$ cat src/rtl/bbox_pkg.sv
// Shared types and constants for the bounding-box scan scheduler.
package bbox_pkg;

   localparam int COORD_W = 11;
   localparam int PIX_W   = 16;
   localparam int ADDR_W  = 32;

   typedef enum logic [2:0] {
      IDLE   = 3'd0,
      START  = 3'd1,
      SCAN   = 3'd2,
      LATCH  = 3'd3,
      REPORT = 3'd4,
      ABORT  = 3'd5
   } state_t;

   // Scan budget: three passes over the image plus a small margin.
   function automatic int default_timeout(input int width, input int height);
      return width * height * 3 + 16;
   endfunction

endpackage

$ cat src/rtl/bbox_scan_sched_if.sv
// Result handshake between the scheduler (master) and its consumer (slave).
interface bbox_scan_sched_if;
   import bbox_pkg::*;

   logic [COORD_W-1:0] res_xmin;
   logic [COORD_W-1:0] res_xmax;
   logic [COORD_W-1:0] res_ymin;
   logic [COORD_W-1:0] res_ymax;
   logic               res_empty;
   logic               res_valid;
   logic               res_ready;

   modport master (
      output res_xmin, res_xmax, res_ymin, res_ymax, res_empty, res_valid,
      input  res_ready
   );

   modport slave (
      input  res_xmin, res_xmax, res_ymin, res_ymax, res_empty, res_valid,
      output res_ready
   );

endinterface

$ cat src/rtl/bbox_port_mux.sv
// Frame-buffer read-port arbitration between the scanner and the host.
// The scanner owns the port outright while a scan is being started or run;
// the host is granted whenever it asks at any other time.
module bbox_port_mux
   import bbox_pkg::*;
(
   input  logic              scan_owns,
   input  logic [ADDR_W-1:0] bb_addr,
   input  logic              hst_req,
   input  logic [ADDR_W-1:0] hst_addr,
   input  logic [PIX_W-1:0]  mem_rddata,
   output logic [ADDR_W-1:0] mem_addr,
   output logic              hst_gnt,
   output logic [PIX_W-1:0]  bb_rddata,
   output logic [PIX_W-1:0]  hst_rddata
);

   // Steer the shared address and the host grant according to port owner
   always_comb begin
      mem_addr = hst_addr;
      hst_gnt  = 1'b0;
      if (scan_owns) begin
         mem_addr = bb_addr;
         hst_gnt  = 1'b0;
      end else begin
         mem_addr = hst_addr;
         hst_gnt  = hst_req;
      end
   end

   // Read data fans out to both clients; each one qualifies its own copy
   assign bb_rddata  = mem_rddata;
   assign hst_rddata = mem_rddata;

endmodule

$ cat src/rtl/bbox_scan_sched.sv
// Scheduler that starts a bounding-box scan for each resident frame, bounds
// the scan time, latches the result and presents it over a valid/ready
// handshake before releasing the frame buffer back to the writer.
module bbox_scan_sched
   import bbox_pkg::*;
#(
   parameter int WIDTH   = 100,
   parameter int HEIGHT  = 100,
   parameter int TIMEOUT = default_timeout(WIDTH, HEIGHT)
)
(
   input  logic               clk,
   input  logic               rst,
   input  logic               frame_ready,
   output logic               frame_ack,
   output logic               bb_start,
   input  logic               bb_done,
   input  logic [ADDR_W-1:0]  bb_addr,
   output logic [PIX_W-1:0]   bb_rddata,
   input  logic [COORD_W-1:0] bb_xmin,
   input  logic [COORD_W-1:0] bb_xmax,
   input  logic [COORD_W-1:0] bb_ymin,
   input  logic [COORD_W-1:0] bb_ymax,
   input  logic               hst_req,
   input  logic [ADDR_W-1:0]  hst_addr,
   output logic               hst_gnt,
   output logic [PIX_W-1:0]   hst_rddata,
   output logic [ADDR_W-1:0]  mem_addr,
   input  logic [PIX_W-1:0]   mem_rddata,
   bbox_scan_sched_if.master  res,
   output logic               busy,
   output logic [15:0]        frame_cnt,
   output logic               timeout_err
);

   localparam int CNT_W = (TIMEOUT > 1) ? $clog2(TIMEOUT) : 1;
   localparam logic [CNT_W-1:0] CNT_LAST = CNT_W'(TIMEOUT - 1);

   state_t             state;
   state_t             next;
   logic [CNT_W-1:0]   counter;
   logic [COORD_W-1:0] lat_xmin;
   logic [COORD_W-1:0] lat_xmax;
   logic [COORD_W-1:0] lat_ymin;
   logic [COORD_W-1:0] lat_ymax;
   logic               lat_empty;
   logic               valid;
   logic               scan_owns;

   // State register
   always_ff @(posedge clk or posedge rst) begin
      if (rst) begin
         state <= IDLE;
      end else begin
         state <= next;
      end
   end

   // Next-state decision; bb_done only counts once the scan is underway
   always_comb begin
      next = state;
      case (state)
         IDLE: begin
            if (frame_ready) next = START;
            else             next = IDLE;
         end
         START: next = SCAN;
         SCAN: begin
            if (bb_done)                   next = LATCH;
            else if (counter == CNT_LAST)  next = ABORT;
            else                           next = SCAN;
         end
         LATCH: next = REPORT;
         REPORT: begin
            if (res.res_ready) next = IDLE;
            else               next = REPORT;
         end
         ABORT:   next = IDLE;
         default: next = IDLE;
      endcase
   end

   // Scan-time budget counter, cleared as each scan is launched
   always_ff @(posedge clk or posedge rst) begin
      if (rst) begin
         counter <= '0;
      end else if (state == START) begin
         counter <= '0;
      end else if ((state == SCAN) && !bb_done && (counter != CNT_LAST)) begin
         counter <= counter + CNT_W'(1);
      end else begin
         counter <= counter;
      end
   end

   // Registered control outputs, decoded from the state being entered
   always_ff @(posedge clk or posedge rst) begin
      if (rst) begin
         bb_start  <= 1'b0;
         frame_ack <= 1'b0;
         valid     <= 1'b0;
         busy      <= 1'b0;
      end else begin
         bb_start  <= (next == START);
         frame_ack <= (next == LATCH) || (next == ABORT);
         valid     <= (next == REPORT);
         busy      <= (next != IDLE);
      end
   end

   // Result capture; held untouched through REPORT, ABORT and IDLE
   always_ff @(posedge clk or posedge rst) begin
      if (rst) begin
         lat_xmin  <= '0;
         lat_xmax  <= '0;
         lat_ymin  <= '0;
         lat_ymax  <= '0;
         lat_empty <= 1'b1;
      end else if (state == LATCH) begin
         lat_xmin  <= bb_xmin;
         lat_xmax  <= bb_xmax;
         lat_ymin  <= bb_ymin;
         lat_ymax  <= bb_ymax;
         lat_empty <= (bb_xmin > bb_xmax) || (bb_ymin > bb_ymax);
      end else begin
         lat_xmin  <= lat_xmin;
         lat_xmax  <= lat_xmax;
         lat_ymin  <= lat_ymin;
         lat_ymax  <= lat_ymax;
         lat_empty <= lat_empty;
      end
   end

   // Completed-frame counter (wraps naturally) and sticky timeout flag
   always_ff @(posedge clk or posedge rst) begin
      if (rst) begin
         frame_cnt   <= 16'd0;
         timeout_err <= 1'b0;
      end else begin
         if (state == LATCH) frame_cnt <= frame_cnt + 16'd1;
         else                frame_cnt <= frame_cnt;
         if (next == ABORT)  timeout_err <= 1'b1;
         else                timeout_err <= timeout_err;
      end
   end

   assign res.res_xmin  = lat_xmin;
   assign res.res_xmax  = lat_xmax;
   assign res.res_ymin  = lat_ymin;
   assign res.res_ymax  = lat_ymax;
   assign res.res_empty = lat_empty;
   assign res.res_valid = valid;

   // The scanner holds the frame-buffer port from launch until it finishes
   assign scan_owns = (state == START) || (state == SCAN);

   bbox_port_mux u_port_mux (
      .scan_owns  (scan_owns),
      .bb_addr    (bb_addr),
      .hst_req    (hst_req),
      .hst_addr   (hst_addr),
      .mem_rddata (mem_rddata),
      .mem_addr   (mem_addr),
      .hst_gnt    (hst_gnt),
      .bb_rddata  (bb_rddata),
      .hst_rddata (hst_rddata)
   );

endmodule

$ cat src/flat_wrapper.sv
// flat-port wrapper written by rule: the top's interface ports become plain ports
module bbox_scan_sched_flat import bbox_pkg::*;
#(
   parameter int WIDTH   = 100,
   parameter int HEIGHT  = 100,
   parameter int TIMEOUT = default_timeout(WIDTH, HEIGHT)
)
  (clk, rst, frame_ready, frame_ack, bb_start, bb_done, bb_addr, bb_rddata, bb_xmin, bb_xmax, bb_ymin, bb_ymax, hst_req, hst_addr, hst_gnt, hst_rddata, mem_addr, mem_rddata, busy, frame_cnt, timeout_err, res_res_xmin, res_res_xmax, res_res_ymin, res_res_ymax, res_res_empty, res_res_valid, res_res_ready);
  bbox_scan_sched_if res_i ();
  input  logic clk;
  input  logic rst;
  input  logic frame_ready;
  output logic frame_ack;
  output logic bb_start;
  input  logic bb_done;
  input  logic [ADDR_W-1:0] bb_addr;
  output logic [PIX_W-1:0] bb_rddata;
  input  logic [COORD_W-1:0] bb_xmin;
  input  logic [COORD_W-1:0] bb_xmax;
  input  logic [COORD_W-1:0] bb_ymin;
  input  logic [COORD_W-1:0] bb_ymax;
  input  logic hst_req;
  input  logic [ADDR_W-1:0] hst_addr;
  output logic hst_gnt;
  output logic [PIX_W-1:0] hst_rddata;
  output logic [ADDR_W-1:0] mem_addr;
  input  logic [PIX_W-1:0] mem_rddata;
  output logic busy;
  output logic [15:0] frame_cnt;
  output logic timeout_err;
  output wire logic [$bits(res_i.res_xmin)-1:0] res_res_xmin;
  output wire logic [$bits(res_i.res_xmax)-1:0] res_res_xmax;
  output wire logic [$bits(res_i.res_ymin)-1:0] res_res_ymin;
  output wire logic [$bits(res_i.res_ymax)-1:0] res_res_ymax;
  output wire logic [$bits(res_i.res_empty)-1:0] res_res_empty;
  output wire logic [$bits(res_i.res_valid)-1:0] res_res_valid;
  input wire logic [$bits(res_i.res_ready)-1:0] res_res_ready;
  assign res_res_xmin = res_i.res_xmin;
  assign res_res_xmax = res_i.res_xmax;
  assign res_res_ymin = res_i.res_ymin;
  assign res_res_ymax = res_i.res_ymax;
  assign res_res_empty = res_i.res_empty;
  assign res_res_valid = res_i.res_valid;
  assign res_i.res_ready = res_res_ready;
  bbox_scan_sched #(.WIDTH(WIDTH), .HEIGHT(HEIGHT), .TIMEOUT(TIMEOUT)) u_core (.clk(clk), .rst(rst), .frame_ready(frame_ready), .frame_ack(frame_ack), .bb_start(bb_start), .bb_done(bb_done), .bb_addr(bb_addr), .bb_rddata(bb_rddata), .bb_xmin(bb_xmin), .bb_xmax(bb_xmax), .bb_ymin(bb_ymin), .bb_ymax(bb_ymax), .hst_req(hst_req), .hst_addr(hst_addr), .hst_gnt(hst_gnt), .hst_rddata(hst_rddata), .mem_addr(mem_addr), .mem_rddata(mem_rddata), .res(res_i), .busy(busy), .frame_cnt(frame_cnt), .timeout_err(timeout_err));
endmodule
$ cat config.mk
export PLATFORM = sky130hd
export DESIGN_NAME = bbox_scan_sched_flat
export DESIGN_NICKNAME = d
export VERILOG_FILES = /design/src/rtl/bbox_pkg.sv /design/src/rtl/bbox_scan_sched_if.sv /design/src/rtl/bbox_port_mux.sv /design/src/rtl/bbox_scan_sched.sv /design/src/flat_wrapper.sv
export SDC_FILE = /design/constraint.sdc
export NUM_CORES = 1
export LEC_CHECK = 0
export CORE_MARGIN = 1.5
export CORE_UTILIZATION = 35
export DETAILED_ROUTE_END_ITERATION = 6
export GPL_ROUTABILITY_DRIVEN = 1
export PLACE_DENSITY_LB_ADDON = 0.3
export SYNTH_ARGS = -nofsm -noshare
export SYNTH_HDL_FRONTEND = slang
export SYNTH_SLANG_ARGS = --single-unit
$ cat constraint.sdc
create_clock -name clk -period 2.75 [get_ports clk]
set_clock_uncertainty 0.15 [all_clocks]
set_input_delay 0.275 -clock clk [delete_from_list [all_inputs] [get_ports clk]]
set_output_delay 0.275 -clock clk [all_outputs]
set_load 0.05 [all_outputs]
==> results of run 1 <==
==> layout make-up <==
class,instances,share of cell area (%)
multi-input cells,331,30.2
flip-flops and latches,84,30.3
clock inverters,5,1.44
repair buffers,218,30.2
clock buffers,10,3.44
inverters,25,1.37
well taps,172,3.10
==> placed cells by master, fill, tap and decap left out, types with 3 or more instances in the layout <==
cell,instances
bufinv_16,3
xnor2_1,15
inv_1,24
o21ai_0,29
nor3_1,10
nand2_1,118
a211oi_1,3
clkdlybuf4s50_1,180
nor2_1,24
o31ai_1,3
buf_4,37
ha_1,24
mux2_2,32
xor2_1,10
a21oi_1,8
clkbuf_16,9
dfrtp_1,82
nand3_1,7
and3_1,4
nand4_1,10
clkinv_2,3
==> per-layer routing <==
layer	track usage, %	wire (um)	share of wire (%)	vias up
met5	0	0	0	-
met4	4.95	174	1.3	0
met3	5.91	754	5.6	17
met2	31.1	6430	47	121
met1	26.1	6180	46	1873
li1	-	-	-	1964
==> worst reg2reg max path: cells and delay by family, from the launching register on <==
| kind | cells | cell delay [ps] |
|---|---|---|
| flops | 1 | 440 |
| simple gates | 3 | 1040 |
| mux | 1 | 220 |
| compound gates | 1 | 290 |
==> where the power goes <==
part	internal [mW]	switching, mW	total, mW
sequential	1.67	0.310	1.98
combinational	1.77	3.46	5.23
clock	0.904	0.471	1.37
total	4.34	4.24	8.58
==> per-stage QoR <==
stage               cell area [sq um]  setup slack [ps]  total power [mW]  hold slack (ps)  std cells
CTS                              6950               109              8.65              136        845
global placement                 6610               486              7.16              304        830
global route                     6950              94.9              8.99              162        845
floorplan                        4610               162              5.64              230        490
finish                           6950               205              8.58              124        845
detailed placement               6610               446              7.24              312        830
==> state kept, by name, summed over array words and instances, names as in the netlist <==
register / flops
u_core.frame_ack: 1
u_core.res.res_xmin: 11
u_core.busy: 1
u_core.res.res_xmax: 11
u_core.timeout_err: 1
u_core.res.res_ymin: 11
u_core.res.res_valid: 1
u_core.frame_cnt: 16
u_core.state: 3
u_core.counter: 15
u_core.bb_start: 1
u_core.res.res_ymax: 11
u_core.res.res_empty: 1
==> synth_stat cells, types with 2 or more instances <==
cell type  number  area share (%)
nand2_1       118             9.6
dfrtp_1        83              45
buf_4          32             5.2
mux2_2         32             7.8
o21ai_0        29             3.2
inv_1          25             2.0
nor2_1         25             2.0
ha_1           24             6.5
xnor2_1        15             2.9
clkbuf_1       12            0.98
nand4_1        10             1.4
nor3_1         10             1.1
xor2_1         10             1.9
a21oi_1         8            0.87
nand3_1         7            0.76
buf_2           6            0.65
and3_1          4            0.54
a211oi_1        3            0.49
o31ai_1         3            0.49
and2_1          2            0.27
and4_1          2            0.38
mux2i_1         2            0.43
nand2b_1        2            0.27
nand3b_1        2            0.33
nor2b_1         2            0.27
nor4_1          2            0.27
o211ai_1        2            0.33
o21ai_1         2            0.22
or4_1           2            0.33
==> how the worst max path moves through the flow <==
stage	from	to	slack, ps	cells past startpoint
final	u_core.state[0]	mem_addr[7]	210	5
after global routing	u_core.state[0]	mem_addr[7]	90	5
after detailed placement	bb_ymax[8]	u_core.res.res_empty	450	8
after CTS	u_core.state[0]	mem_addr[7]	110	5
after floorplan	rst	u_core.bb_start	160	1
after global placement	bb_done	u_core.counter[14]	490	6
==> logic make-up (layout without fill, tap and decap cells) <==
family / after synthesis / in the layout / share of synthesized area [%]
AOI/OAI and AO/OA: 56 / 56 / 7.39
xor gates and xnor gates: 25 / 25 / 4.75
adders and majority gates: 24 / 24 / 6.52
buffers and inverters: 75 / 258 / 8.88
DFF: 84 / 84 / 45.7
muxes: 34 / 34 / 8.26
and+or+nand+nor: 192 / 192 / 18.5
==> timing repair <==
action | 4_1_cts | 5_1_grt
resized for setup | 0 | 1
hold buffers | 0 | 0
endpoints found under the setup margin | 0 | 14
==> impl_metrics.py, run 1 <==
metrics = {
    "layout": {
        "multi_input_area_sq_um": 2100,
        "area_delta_synth_final_pct": 50.9,
        "fin_nets": 823,
        "regArea_sq_um": 2100,
        "utilization_pct": 54.6,
        "fillers": 1210,
        "diodes": 0,
        "drive_gt1_share_pct": 13.7,
    },
    "run_status": {
        "status": "finished clean",
    },
    "setup_path": {
        "r2r-start": "u_core.counter[9]",
        "cpPeakStageDelay_ps": 500,
        "r2r_slack_ps": 480,
        "crit_type": "reg -> out",
        "path_delay_family": "flip-flops",
        "startpoint_type": "flip-flop",
        "cp_slowest_cell": "dfrtp_2",
        "cp_max_fo": 17,
        "critical_path.most_common_cell": "buf_4",
        "crit_path_cell_trace": "xnor2_1 -> nor2_2 -> buf_4 -> mux2_2 -> buf_4",
        "worstPathRequired_ps": 2330,
        "r2r-end": "u_core.counter[1]",
        "cp_num_buf_inv": 2,
        "end_kind": "primary output",
        "r2r_cells": 5,
        "worstPathArrival_ps": 2120,
    },
    "yosys": {
        "synth_ff_type": "dfrtp_1",
        "ys_seq_area_share_pct": 45.7,
        "ys_types": 43,
        "avgSynthCellArea_sq_um": 9.40,
        "ys_async_sr_fraction_pct": 100,
        "ys_ff_latch": 84,
        "synth-edff-count": 0,
        "syn-num-nets": 644,
        "yosys_warnings": 0,
        "synth_area_sq_um": 4610,
        "syn-instance-count": 490,
    },
    "clock_tree": {
        "clkLatencyLatePin_ps": 330,
        "clockRootBuffer": "clkbuf_16",
        "cts_buffer_depth": 2,
        "clock_sinks": 84,
        "htreeDepth": 3,
        "post_cts_buffers": 0,
        "cts_buffers": 9,
        "cts_tree": "done",
        "clkSlewWorstSetupHoldPaths_ps": 60,
    },
    "placement": {
        "portBuffers": 212,
        "hpwl_um": 10800,
        "place_congestion": 0.865,
    },
    "floorplan": {
        "start_util_pct": 36.2,
        "ios": 261,
        "die_h_um": 118,
        "rows": 41,
        "core_area_sq_um": 12700,
        "dieArea_sq_um": 13900,
        "die_x_um": 118,
    },
    "route": {
        "vias_per_cell": 4.70,
        "drtPass1Iterations": 4,
        "initialDrtViolationCount": 163,
        "drt-wirelength-per-cell_um": 16.0,
        "drt-total-wl_um": 13500,
        "ant_nets": 0,
        "drc": 0,
        "num_vias": 3975,
    },
    "timing": {
        "period_share_pct": 92.5,
        "clock.fmax_ghz": 0.393,
        "finalCriticalPeriod_ps": 2540,
        "drv_slew": 0,
        "setup_tns_ps": 0,
        "setup_violations": 0,
        "rsz0062_at_grt": "no",
        "final-hold-violation-count": 0,
        "tightest_slew_ps": 660,
        "slew_headroom_pct": 56.0,
    },
    "grt": {
        "grt_pass1_vias": 4092,
        "grt_use_total_pct": 19.6,
        "grt_pass1_wl_um": 21700,
        "antenna_found_initial": 0,
        "grt_max_degree": 72,
        "grt-ovfl-total": 0,
    },
    "power_and_ir_drop": {
        "p_per_area_nw_per_um2": 1230,
        "ir_worst_vdd_uv": 511,
        "leakagePower_nw": 3.18,
    },
    "min_path": {
        "hp-class": "in -> async",
    },
    "flow_run": {
        "drv_cap": 0,
    },
}
(Power assumes the default switching activity.)
==> run 2, diff against run 1 <==
- HOLD_SLACK_MARGIN: unset -> 0.02
==> results of run 2 <==
The final DEF is identical to that of run 1; final timing and power are the same.
==> run 3, diff against run 2 <==
- CORE_MARGIN: 1.5 -> 4
==> run 3 against run 2 <==
Effect of this change:
- sequential share of layout area is 0.20 points higher
- via count is 1.5% lower
- sequential power hardly changed
- first-iteration DRC count is 26% higher
- non-clock buffer count is 1 higher
- maximum frequency hardly changed
- critical path type unchanged
- largest cell class is now buffers
==> impl_metrics.py, run 3 (synthesized netlist as in run 1, its figures left out) <==
metrics = {
    "setup_path": {
        "cp_num_buf_inv": 2,
        "end_kind": "primary output",
        "cp_max_fo": 33,
        "crit_type": "reg -> out",
        "crit_path_cell_trace": "xnor2_1 -> nor2_2 -> buf_4 -> mux2_2 -> buf_4",
        "critical_path.most_common_cell": "buf_4",
        "r2r_slack_ps": 490,
        "cp_slowest_cell": "dfrtp_1",
        "startpoint_type": "flip-flop",
        "path_delay_family": "buffers and inverters",
        "worstPathRequired_ps": 2330,
        "cpPeakStageDelay_ps": 480,
        "r2r-start": "u_core.counter[9]",
        "critPathLaunch": "u_core.state[1]",
        "worstPathArrival_ps": 2120,
    },
    "timing": {
        "rsz0062_at_grt": "no",
        "period_share_pct": 92.5,
        "clock.fmax_ghz": 0.393,
        "slew_headroom_pct": 57.0,
        "setup_violations": 0,
        "fin_ws_ps": 206,
        "finalCriticalPeriod_ps": 2540,
        "drv_slew": 0,
        "setup_tns_ps": 0,
        "final-hold-violation-count": 0,
        "tightest_slew_ps": 645,
    },
    "grt": {
        "top_usage_layer": "met2",
        "grt_pass1_wl_um": 20200,
        "antenna_found_initial": 0,
        "grt_use_met1_pct": 23.7,
        "grt_util_met3_pct": 4.01,
        "grt_pass1_vias": 3975,
        "grt_use_total_pct": 17.2,
        "met2_usage_pct": 27.5,
        "grt_max_degree": 72,
        "grt-ovfl-total": 0,
    },
    "placement": {
        "place_congestion": 0.814,
        "preCtsSetupSlack_ps": 437,
        "hpwl_um": 10600,
        "dp.cells": 831,
        "portBuffers": 212,
    },
    "floorplan": {
        "rows": 41,
        "start_util_pct": 36.1,
        "ios": 261,
        "dieArea_sq_um": 15100,
        "die_x_um": 123,
        "die_h_um": 123,
        "core_area_sq_um": 12800,
    },
    "layout": {
        "fillers": 1163,
        "fin_cells": 847,
        "largest-register": "u_core.frame_cnt",
        "largest_reg_flops": 16,
        "layout_commonest_cell": "clkdlybuf4s50_1",
        "diodes": 0,
        "drive_gt1_share_pct": 13.9,
        "layout_common_cells": "clkdlybuf4s50_1 (179), nand2_1 (118), dfrtp_1 (83), buf_4 (39), mux2_2 (32)",
        "fin_nets": 824,
        "area_delta_synth_final_pct": 49.8,
        "reg_top3": "u_core.frame_cnt x16, u_core.counter x15",
    },
    "flow_run": {
        "drv_cap": 0,
    },
    "clock_tree": {
        "clock_sinks": 84,
        "holdBufCountCts": 0,
        "postCtsResizedCells": 0,
        "clockRootBuffer": "clkbuf_16",
        "post_cts_buffers": 0,
        "htreeDepth": 3,
        "cts_buffer_depth": 2,
        "clkLatencyLatePin_ps": 340,
        "clkSlewWorstSetupHoldPaths_ps": 60,
        "cts_buffers": 9,
        "cts_tree": "done",
    },
    "route": {
        "drt-wirelength-per-cell_um": 15.7,
        "drtPass1Iterations": 4,
        "vias_per_cell": 4.62,
        "num_vias": 3915,
        "initialDrtViolationCount": 206,
        "drc": 0,
        "ant_nets": 0,
        "drt-total-wl_um": 13300,
    },
    "power_and_ir_drop": {
        "p_per_area_nw_per_um2": 1210,
        "ir_worst_vdd_uv": 664,
        "leakagePower_nw": 3.15,
    },
    "min_path": {
        "hp-class": "in -> async",
    },
    "run_status": {
        "status": "finished clean",
    },
}
==> run 3: cell types whose count changed in the layout (fill, tap and decap cells not counted) <==
cell             change
buf_4                +2
bufinv_16            -3
clkdlybuf4s50_1      -1
clkinv_2             -2
clkinv_4             +1
clkinvlp_4           +4
dfrtp_1              +1
dfrtp_2              -1
inv_6                +1
==> run 3: cell type report <==
cell class	count	area, sq um	share of cell area [%]
clock buffers	10	239	3.46
clock inverters	6	47.5	0.689
repair buffers	219	2100	30.5
inverters	25	95.1	1.38
flip-flops and latches	84	2100	30.5
multi-input cells	331	2100	30.4
well taps	172	215	3.12
==> run 3: where the power goes <==
group | internal [mW] | switching [mW] | total [mW] | leakage, nW
clock | 0.641 | 0.514 | 1.16 | 0.127
combinational | 1.77 | 3.45 | 5.21 | 1.94
sequential | 1.66 | 0.292 | 1.96 | 1.08
==> run 3: worst register-to-register path, stage by stage, from the launching register on <==
cell and delay (ps):
dfrtp_1 430, or3b_1 380, or4_1 610, o21ai_4 290, mux2i_1 220, nor2_1 50
==> run 3: worst paths after layout <==
kind | end | depth (start not counted)
setup reg to reg | u_core.counter[1] | 5
hold / removal | u_core.res.res_ymin[4] | 2
max in group asynchronous | u_core.res.res_empty | 3
hold reg to reg | u_core.frame_cnt[15] | 1
min in group clk | u_core.frame_cnt[15] | 1
setup / recovery | mem_addr[10] | 5
==> run 3: metal layers <==
layer / routed length (um) / vias up
li1: - / 1968
met1: 5960 / 1842
met2: 6540 / 90
met3: 658 / 15
met4: 150 / 0
met5: 0 / -
==> run 3: through the flow <==
step	utilization [%]	power (mW)	instance area (sq um)	hold WS [ps]
global route	54.0	8.73	6900	208
CTS	54.0	8.40	6900	164
finish	54.0	8.33	6900	150
floorplan	-	5.64	4610	230
global placement	51.8	7.14	6620	306
detailed placement	51.8	7.22	6620	308
